### src/rtl/ram_access_controller.sv
`default_nettype none
// +----------------------------------------------------------------------------+
// | ram_access_controller                                                      |
// | Sequences 256x32 RAM strobes for single writes and 1..2^LEN_W read bursts. |
// | Rev 1.0                                                                    |
// +----------------------------------------------------------------------------+
module ram_access_controller #(
  parameter int LEN_W = 2
) (
  input  logic             clk,
  input  logic             rst_n,
  input  logic             req_valid,
  output logic             req_ready,
  input  logic             req_wr,
  input  logic [7:0]       req_addr,
  input  logic [31:0]      req_wdata,
  input  logic [LEN_W-1:0] req_len,
  output logic             rsp_valid,
  input  logic             rsp_ready,
  output logic [31:0]      rsp_rdata,
  output logic             rsp_last,
  output logic             busy,
  output logic [7:0]       mem_addr,
  output logic [31:0]      mem_din,
  output logic             mem_en,
  output logic             mem_rw,
  input  logic [31:0]      mem_dout
);

  localparam logic [1:0] S_IDLE = 2'd0;
  localparam logic [1:0] S_WR   = 2'd1;
  localparam logic [1:0] S_RD   = 2'd2;
  localparam logic [1:0] S_RESP = 2'd3;

  logic [1:0]       state_q, state_d;
  logic [7:0]       addr_q, addr_d;
  logic [31:0]      wdata_q, wdata_d;
  logic [LEN_W-1:0] cnt_q, cnt_d;
  logic [31:0]      rdata_q, rdata_d;
  logic             last_q, last_d;

  always_ff @(posedge clk or negedge rst_n) begin
    if (!rst_n) begin
      state_q <= S_IDLE;
    end else begin
      state_q <= state_d;
    end
  end

  always_comb begin
    state_d = state_q;
    case (state_q)
      S_IDLE: if (req_valid) state_d = req_wr ? S_WR : S_RD;
      S_WR:   state_d = S_RESP;
      S_RD:   state_d = S_RESP;
      S_RESP: if (rsp_ready) state_d = last_q ? S_IDLE : S_RD;
      default: state_d = S_IDLE;
    endcase
  end

  always_comb begin
    req_ready = (state_q == S_IDLE);
    busy      = (state_q != S_IDLE);
    mem_en    = (state_q == S_WR) || (state_q == S_RD);
    mem_rw    = (state_q == S_WR);
    rsp_valid = (state_q == S_RESP);
    mem_addr  = addr_q;
    mem_din   = wdata_q;
    rsp_rdata = rdata_q;
    rsp_last  = last_q;
  end

  // addr_q only moves on edges that start a WR/RD cycle, so mem_addr holds otherwise.
  always_ff @(posedge clk or negedge rst_n) begin
    if (!rst_n) begin
      addr_q  <= '0;
      wdata_q <= '0;
      cnt_q   <= '0;
      rdata_q <= '0;
      last_q  <= 1'b0;
    end else begin
      addr_q  <= addr_d;
      wdata_q <= wdata_d;
      cnt_q   <= cnt_d;
      rdata_q <= rdata_d;
      last_q  <= last_d;
    end
  end

  always_comb begin
    addr_d  = addr_q;
    wdata_d = wdata_q;
    cnt_d   = cnt_q;
    rdata_d = rdata_q;
    last_d  = last_q;
    case (state_q)
      S_IDLE: begin
        if (req_valid) begin
          addr_d = req_addr;
          cnt_d  = req_wr ? '0 : req_len;
          // Write data only latched for writes so mem_din keeps its last driven value.
          if (req_wr) wdata_d = req_wdata;
        end
      end
      S_WR: begin
        rdata_d = '0;
        last_d  = 1'b1;
      end
      S_RD: begin
        rdata_d = mem_dout;
        last_d  = (cnt_q == '0);
      end
      S_RESP: begin
        if (rsp_ready && !last_q) begin
          addr_d = addr_q + 8'd1;
          cnt_d  = cnt_q - LEN_W'(1);
        end
      end
      default: ;
    endcase
  end

endmodule
`default_nettype wire

### config.mk
export PLATFORM = sky130hd
export DESIGN_NAME = ram_access_controller
export DESIGN_NICKNAME = d
export VERILOG_FILES = /design/src/rtl/ram_access_controller.sv
export SDC_FILE = /design/constraint.sdc
export NUM_CORES = 1
export LEC_CHECK = 0
export ABC_AREA = 1
export BUFFER_PORTS_ARGS = -buffer_cell sky130_fd_sc_hd__buf_4
export CAP_MARGIN = 20
export CORE_MARGIN = 2
export CORE_UTILIZATION = 50
export CTS_CLUSTER_DIAMETER = 30
export DETAILED_ROUTE_END_ITERATION = 10
export GPL_ROUTABILITY_DRIVEN = 0
export PLACE_DENSITY = 0.82
export RECOVER_POWER = 50
export SLEW_MARGIN = 20
export SYNTH_ARGS = -nofsm -noshare
export SYNTH_HDL_FRONTEND = slang
export SYNTH_SLANG_ARGS = --single-unit
### constraint.sdc
create_clock -name clk -period 2.9 [get_ports clk]
set_clock_uncertainty 0.15 [all_clocks]
set_input_delay 0.725 -clock clk [delete_from_list [all_inputs] [get_ports clk]]
set_output_delay 0.725 -clock clk [all_outputs]
set_load 0.005 [all_outputs]
==> results by stage, run 1 <==
Floorplanning:
- Row generation in the floorplan step produced 29 rows.
- The full die area is 7340 sq um.
- The core region area is 6390 sq um.
- The top-level port count is 157.
- From left edge to right edge, the die measures 85.6 um.
- From bottom edge to top edge, the die measures 85.6 um.
- For this configuration, the core starts out at a cell density of 0.522.

Yosys:
- The average footprint of a synthesized cell is 12.3 sq um.
- Measured against the total synthesized area, the mux share comes to 0.142.
- By area, the combinational part of the netlist is dominated by multiplexers.
- The xor/xnor share of the synthesized area is 0.
- The synthesized flop and latch total is 77.
- Of all cell types, the one taking the most synthesized area is dfrtp_1.
- The compound-cell area share of the yosys netlist came to 0.107.
- Ranked by total cell area, the synthesized netlist is headed by dfrtp_1 58%, mux2_4 14%, a22o_1 8.4%.
- Of the total synthesized cell area, the portion taken by AND, OR, NAND and NOR gates is 0.101.
- The cell area after technology mapping is 3330 sq um.
- The warning count from the yosys run is 0.
- After synthesis, the netlist uses 25 different library cells.
- In the synthesized netlist, the number of instances is 270.
- The number of nets produced by synthesis is 355.
- Of the total synthesized cell area, the portion taken by full adders, half adders and majority gates is 0.0225.
- Of the post-synthesis cell area, the dominant cell type holds 0.578.
- For this run, the register share of the synthesized area comes to 0.578.

Setup path:
- The kind of capture point of the worst setup path is a primary output.
- Setup slack on the worst reg-to-reg path comes out at 0.80 ns.
- The worst reg2reg path startpoint is state_q[0].
- The destination of the worst register-to-register timing path is rsp_rdata[11].
- The largest fanout on the critical path is 16.
- STA puts the critical path data required time at 2.03 ns.
- The worst setup path is of the reg2out kind.
- The number of cells on the worst reg-to-reg path is 5.
- STA classifies the critical path startpoint as a flip-flop.
- STA puts the critical path data arrival time at 1.50 ns.

Placement:
- The area after detailed placement is 4550 sq um.
- The number of buffer cells added on primary ports is 156.
- The wire-length estimate of the detail-placed layout is 5990 um.
- The total instance count after detailed placement is 496.

Timing:
- Measured against its own limit, the worst slew margin works out to -0.201.
- Subtracting the final worst setup slack from the clock period gives 2.37 ns.
- Setup repair after global routing left no endpoint under its margin.
- Of the available clock period, the critical path in the final layout requires 0.818.
- The final count of hold timing violations was 0.
- Setup violations remaining at the end of the flow were counted as 0.
- The count of pins over their slew limit is 33.
- Summed over all failing endpoints, the final setup total negative slack is 0 ns.
- For this run, the top clock speed supported by timing is 0.422 GHz.
- For the pin with the worst max-slew slack, the measured transition is 1.80 ns.

Worst hold path:
- The count of cells along the worst hold path is 1.
- The end point of the worst hold path is rsp_rdata[24].
- The path category of the worst min-delay check is reg2reg.
- The startpoint of the tightest hold check path is rsp_rdata[24].

Power and ir drop:
- The cell area power density is 1090 nW/um^2.
- In this run the static leakage power is 2.56 nW.
- Of the total power, combinational logic draws 0.467.
- The design internal power is 3.37 mW.
- The share of total power dissipated in the clock network is 0.155.
- Of the total power, the share spent switching nets is 0.345.
- The sequential cell fraction of total power is 0.378.
- IR analysis of the VDD net gives a maximum drop of 0.601 mV.
- The analysis attributes to net switching a power of 1.78 mW.

Detailed routing:
- The DRC marker count from the first detailed-route iteration is 104.
- The post-detailed-route wirelength per cell is 15.7 um.
- Summing over every cut layer, the via total after detailed routing is 2577.
- The wire length after detailed routing is 8050 um.
- The first TritonRoute pass finished after 4 iterations.
- Once detail routing completed, the nets flagged for antenna violations numbered 0.
- The average via count per standard cell is 5.04.
- The remaining routing DRC violations is 0.

Run status:
- The checks that failed: capacitance limit, slew limit.
- The run finished, with violations left.

Clocking:
- The number of hold buffers added after cts is 0.
- The maximum level of the CTS H-tree is 3.
- Clock-pin slew was measured on the worst setup and hold paths at 0.07 ns.
- The clock tree from TritonCTS is yes.
- The number of gates given a new drive strength after cts is 0.
- No sink is reached through more buffers than the 2 on the longest clock path.
- The insertion delay of the later-clocked pin in the worst-skew pair is 0.33 ns.
- The tree built by TritonCTS fans out to 77 sinks.
- The master cell of the clock root buffer is clkbuf_8.
- The number of setup buffers added after CTS is 0.
- The number of clock buffers inserted by TritonCTS is 9.

Cells and area:
- Of the cells placed in the final design, the portion with a size suffix greater than 1 is 0.491.
- The number of diodes added for antenna fixing is 0.
- Relative to the synthesized area, the layout overhead comes to 41.9%.
- In the final design database the tool counted 515 nets.
- The most common cell after layout, fill and taps aside is buf_4.
- The final design utilization is 0.741.
- In the layout the commonest cells are 119 x buf_4, 77 x dfrtp_1, 49 x nand2_1.
- The filler-free cell count of the finished design is 511.
- The finished cells cover 4730 sq um.

Global routing:
- The via count of the first global-routing pass is 2535.
- The first global-routing pass estimated 12600 um of wire.
- Entering global routing, the biggest net connects 46 pins.
- Global routing finished with a remaining overflow of 0.
- The number of antenna violations at the first check in global routing is 0.
- The global-route total usage across every layer is 0.222.

Job:
- The max-capacitance violation count is 1.
## state kept, by name (all words and copies together) (netlist names)
signal	count
cnt_q	2
rsp_rdata	32
state_q	2
rsp_last	1
mem_din	32
mem_addr	8
## per-layer routing
layer | wire length, um | vias to the layer above | GRT usage
met4 | 90 | 0 | 0.0678
li1 | - | 1239 | -
met3 | 624 | 8 | 0.0741
met2 | 3820 | 108 | 0.347
met5 | 0 | - | 0
met1 | 3520 | 1222 | 0.296
## how the worst max path moves through the flow
stage                          start          end  cells after the start
after detailed placement      req_wr  mem_din[17]                      6
final                     state_q[0]    rsp_valid                      2
after CTS                 state_q[0]    rsp_valid                      2
after floorplan               req_wr  mem_din[10]                      5
after global placement        req_wr  mem_din[14]                      6
after global routing      state_q[0]    rsp_valid                      2
## final cells by class
type | count | area (sq um)
clock inverter | 5 | 61.3
fill | 475 | 1660
inverter | 19 | 71.3
multi-input combinational | 163 | 1240
sequential | 77 | 1930
clock buffer | 10 | 138
timing repair buffer | 160 | 1190
tap | 77 | 96.3
## cells in the mapped netlist
| cell type | count |
|---|---|
| a21oi_1 | 1 |
| a22oi_1 | 1 |
| buf_12 | 1 |
| nand3_1 | 10 |
| dfrtp_1 | 77 |
| inv_1 | 14 |
| mux2_4 | 30 |
| mux2_2 | 2 |
| buf_2 | 3 |
| ha_1 | 6 |
| inv_2 | 4 |
| clkbuf_1 | 3 |
| clkinv_1 | 1 |
| o21ai_1 | 3 |
| nand2_4 | 1 |
| o21ai_0 | 4 |
| or2_2 | 4 |
| nand2_2 | 1 |
| nor2_1 | 16 |
| buf_6 | 3 |
| a22o_1 | 32 |
| clkbuf_8 | 1 |
| o21ai_4 | 1 |
| nand2_1 | 49 |
| o22ai_1 | 2 |
## kinds of logic (layout without fill, tap and decap cells)
logic type / after synthesis / in the layout
buffers and inverters: 30 / 194
AOI/OAI and AO/OA: 44 / 44
adders and majority gates: 6 / 6
DFF: 77 / 77
muxes: 32 / 32
and+or+nand+nor: 81 / 81
## stage by stage
stage                     total power [mW]  setup slack (ns)  hold slack [ns]
final                                 5.15             0.529            0.361
after global routing                  5.51             0.430            0.370
after CTS                             5.25             0.512            0.171
after detailed placement              4.42             0.738            0.347
after global placement                4.33             0.770            0.343
after floorplan                       3.25              1.22            0.279
## worst max-delay path, cell delays in order, from the launching register on
cell	delay, ns
dfrtp_1	0.39
ha_1	0.56
buf_4	0.22
## power by group through the flow
stage,Clock (mW),Combinational [mW],Sequential (mW)
2_1_floorplan,0,1.31,1.94
3_3_place_gp,0,2.38,1.96
3_5_place_dp,0,2.46,1.96
4_1_cts,0.823,2.47,1.95
5_1_grt,0.878,2.62,2.01
6_report,0.798,2.41,1.95
No activity file was read; power rests on OpenSTA's default activity.
==> run 2: changes to the inputs <==
--- a/config.mk
+++ b/config.mk
@@ -9,11 +9,11 @@
 export BUFFER_PORTS_ARGS = -buffer_cell sky130_fd_sc_hd__buf_4
 export CAP_MARGIN = 20
 export CORE_MARGIN = 2
-export CORE_UTILIZATION = 50
+export CORE_UTILIZATION = 46
 export CTS_CLUSTER_DIAMETER = 30
 export DETAILED_ROUTE_END_ITERATION = 10
 export GPL_ROUTABILITY_DRIVEN = 0
-export PLACE_DENSITY = 0.82
+export PLACE_DENSITY = 0.76
 export RECOVER_POWER = 50
 export SLEW_MARGIN = 20
 export SYNTH_ARGS = -nofsm -noshare
==> constraint.sdc (replaced) <==
create_clock -name clk -period 2.4 [get_ports clk]
set_clock_uncertainty 0.15 [all_clocks]
set_input_delay 0.6 -clock clk [delete_from_list [all_inputs] [get_ports clk]]
set_output_delay 0.6 -clock clk [all_outputs]
set_load 0.005 [all_outputs]
==> results by stage, run 2 (same netlist as run 1, synthesis figures left out) <==
Global routing:
- The via count of the first global-routing pass is 2372 (-6.4%).
- The number of antenna violations at the first check in global routing is 0 (unchanged).
- The total overflow reported by the global router is 0 (unchanged).
- The pin count of the biggest net entering global routing was 37 (-20%).
- The wire length of the first global-routing pass came to 11600 um (-7.6%).
- The global-route total usage across every layer is 0.193 (-0.0290).

Clocking:
- The number of gates given a new drive strength after cts is 0 (unchanged).
- The clock sink count was 77 (unchanged).
- The number of buffers added for setup after CTS was 0 (unchanged).
- The clock tree from TritonCTS is yes.
- The clock input transition at the sequential cells of the worst setup and hold paths came to 0.08 ns (about the same).
- The insertion delay of the later-clocked pin in the worst-skew pair is 0.34 ns (about the same).
- The number of clock buffers inserted by TritonCTS came to 9 (unchanged).
- The cell sitting at the root of the clock tree is a clkbuf_8.
- The maximum level of the CTS H-tree is 3 (unchanged).
- The maximum buffer depth of the clock tree is 2 (unchanged).
- The number of hold buffers added after cts came to 0 (unchanged).

Detailed routing:
- The remaining routing DRC violations is 0 (unchanged).
- The via count is 2597 (+0.78%).
- The DRC marker count from the first detailed-route iteration is 88 (-15%).
- The length of the first detailed-routing pass in iterations was 4 (unchanged).
- The post-route antenna net violation count is 0 (unchanged).
- The average via count per standard cell is 4.86 (-3.6%).
- The wire length after detailed routing is 7800 um (-3.0%).
- The post-detailed-route wirelength per cell was 14.6 um (-7.2%).

Setup path:
- The launching element of the worst setup path is state_q[1].
- The arrival time reported for the critical path endpoint is 1.39 ns (-0.11 ns).
- The category of the critical setup timing path is reg2out.
- The flop-to-flop setup slack was 0.32 ns (-0.48 ns).
- In this run the critical register-to-register path is captured at rsp_rdata[31].
- The cell count of the worst reg-to-reg path was 5 (unchanged).
- The highest cell delay on the worst timing path is 0.40 ns (-0.16 ns).
- The kind of capture point of the worst setup path is a primary output.
- The worst reg2reg path startpoint is state_q[0].
- The worst setup path endpoint is busy.
- Counting stages on the worst path, the most repeated cell is inv_1.
- The required time at the endpoint of the critical path came to 1.65 ns (-0.38 ns).
- The slowest cell on the critical path is dfrtp_1.
- Walking the worst path, the cells encountered are inv_1 -> ha_1 -> inv_1 -> buf_4.
- The largest fanout on the critical path is 5 (-11).
- The launching element type of the critical path is a flip-flop.

Cells and area:
- The most common cell after layout, fill and taps aside is buf_4.
- The final design utilization is 0.663 (-0.0779).
- The post-route cell area is 4730 sq um (unchanged).
- The layout-stage area growth over the synthesis result is 41.9% (unchanged).
- The number of nets in the finished design is 516 (+0.19%).
- In the layout the commonest cells are 118 x buf_4, 77 x dfrtp_1, 49 x nand2_1.
- The layout cell share with drive strength beyond 1 is 0.483 (-0.00802).
- The number of diodes added for antenna fixing is 0 (unchanged).

Power and ir drop:
- The worst supply voltage drop on vdd came to 0.574 mV (-4.5%).
- The cell area power density came to 1290 nW/um^2 (+19%).
- The static power due to leakage is 2.56 nW (about the same).

Timing:
- The final-layout setup total negative slack is 0 ns (unchanged).
- The slew at the pin closest to its max-slew limit is 0.981 ns (-0.820 ns).
- The upper clock frequency limit is 0.467 GHz.
- The total of endpoints with negative setup slack in the final report was 0 (unchanged).
- Setup repair after global routing left no endpoint under its margin.
- The final critical delay including setup and external delays is 2.14 ns.
- The relative slew slack is 0.345 (+0.546).
- The ratio of final minimum period to clock period is 0.892.
- The final count of hold timing violations came to 0 (unchanged).
- The count of pins over their slew limit was 0 (-100%).
- The hold slack was 0.206 ns (-0.155 ns).

Floorplanning:
- The number of placement rows is 31 (+6.9%).
- The initial standard-cell utilization of the core is 0.467 (-0.0549).
- The core region area is 7140 sq um (+12%).
- The horizontal die dimension is 89.1 um (+4.1%).
- The top-level port count is 157 (unchanged).
- The full die area came to 7940 sq um (+8.3%).
- The height of the die was 89.1 um (+4.1%).

Job:
- The max-capacitance violation count came to 0 (-1).

Placement:
- The number of buffer cells added on primary ports came to 156 (unchanged).
- The area after detailed placement is 4600 sq um (+1.0%).
- The sum of net half-perimeters after detailed placement is 5790 um (-3.4%).

Worst hold path:
- The path class of the tightest hold or removal check is in2async.

Run status:
- The flow ran to the end, and the final reports show no timing, DRC or antenna violations.
-- run 2: cell count changes in the layout (fill, tap and decap cells not counted), moves of 2 or more --
cell,change
clkbuf_1,+4
clkbuf_2,+2
clkbuf_4,-4
clkbuf_8,+2
clkinv_2,+2
clkinvlp_4,-3
-- run 2: power breakdown --
part / internal, mW / total [mW] / leakage (nW) / switching, mW
combinational: 1.63 / 2.89 / 1.49 / 1.25
sequential: 1.93 / 2.32 / 0.975 / 0.395
clock: 0.455 / 0.903 / 0.0986 / 0.448
-- run 2: final cells by class --
cell class | count | area (sq um)
Fill cell | 589 | 2410
Sequential cell | 77 | 1930
Multi-Input combinational cell | 163 | 1240
Timing Repair Buffer | 161 | 1180
Clock buffer | 12 | 165
Tap cell | 99 | 124
Inverter | 19 | 71.3
Clock inverter | 3 | 18.8
-- run 2: per-layer routing --
metal	vias to the layer above	part of all wire	GRT usage	wire [um]
met5	-	0	0	0
met4	0	0.010	0.0692	79
met3	7	0.089	0.0619	696
met2	105	0.47	0.286	3630
met1	1244	0.43	0.268	3390
li1	1241	-	-	-
-- run 2: worst min-delay path by stage --
stage | endpoint | depth (start not counted)
detailed placement | mem_din[3] | 1
global route | mem_din[4] | 1
finish | mem_din[4] | 1
global placement | mem_din[1] | 1
floorplan | cnt_q[0] | 0
CTS | mem_din[4] | 1
-- run 2: critical path: cells and delay by family, from the launching register on --
family | cells | cell delay, ns
flops | 1 | 0.40
fa+ha+maj | 1 | 0.28
buf+inv | 3 | 0.38
-- run 2: stage by stage --
step | total power [mW] | setup WS (ns) | cells
after global routing | 6.57 | 0.138 | 534
after floorplan | 3.93 | 0.762 | 270
final | 6.11 | 0.259 | 534
after CTS | 6.26 | 0.254 | 534
after global placement | 5.25 | 0.397 | 519
after detailed placement | 5.33 | 0.312 | 519
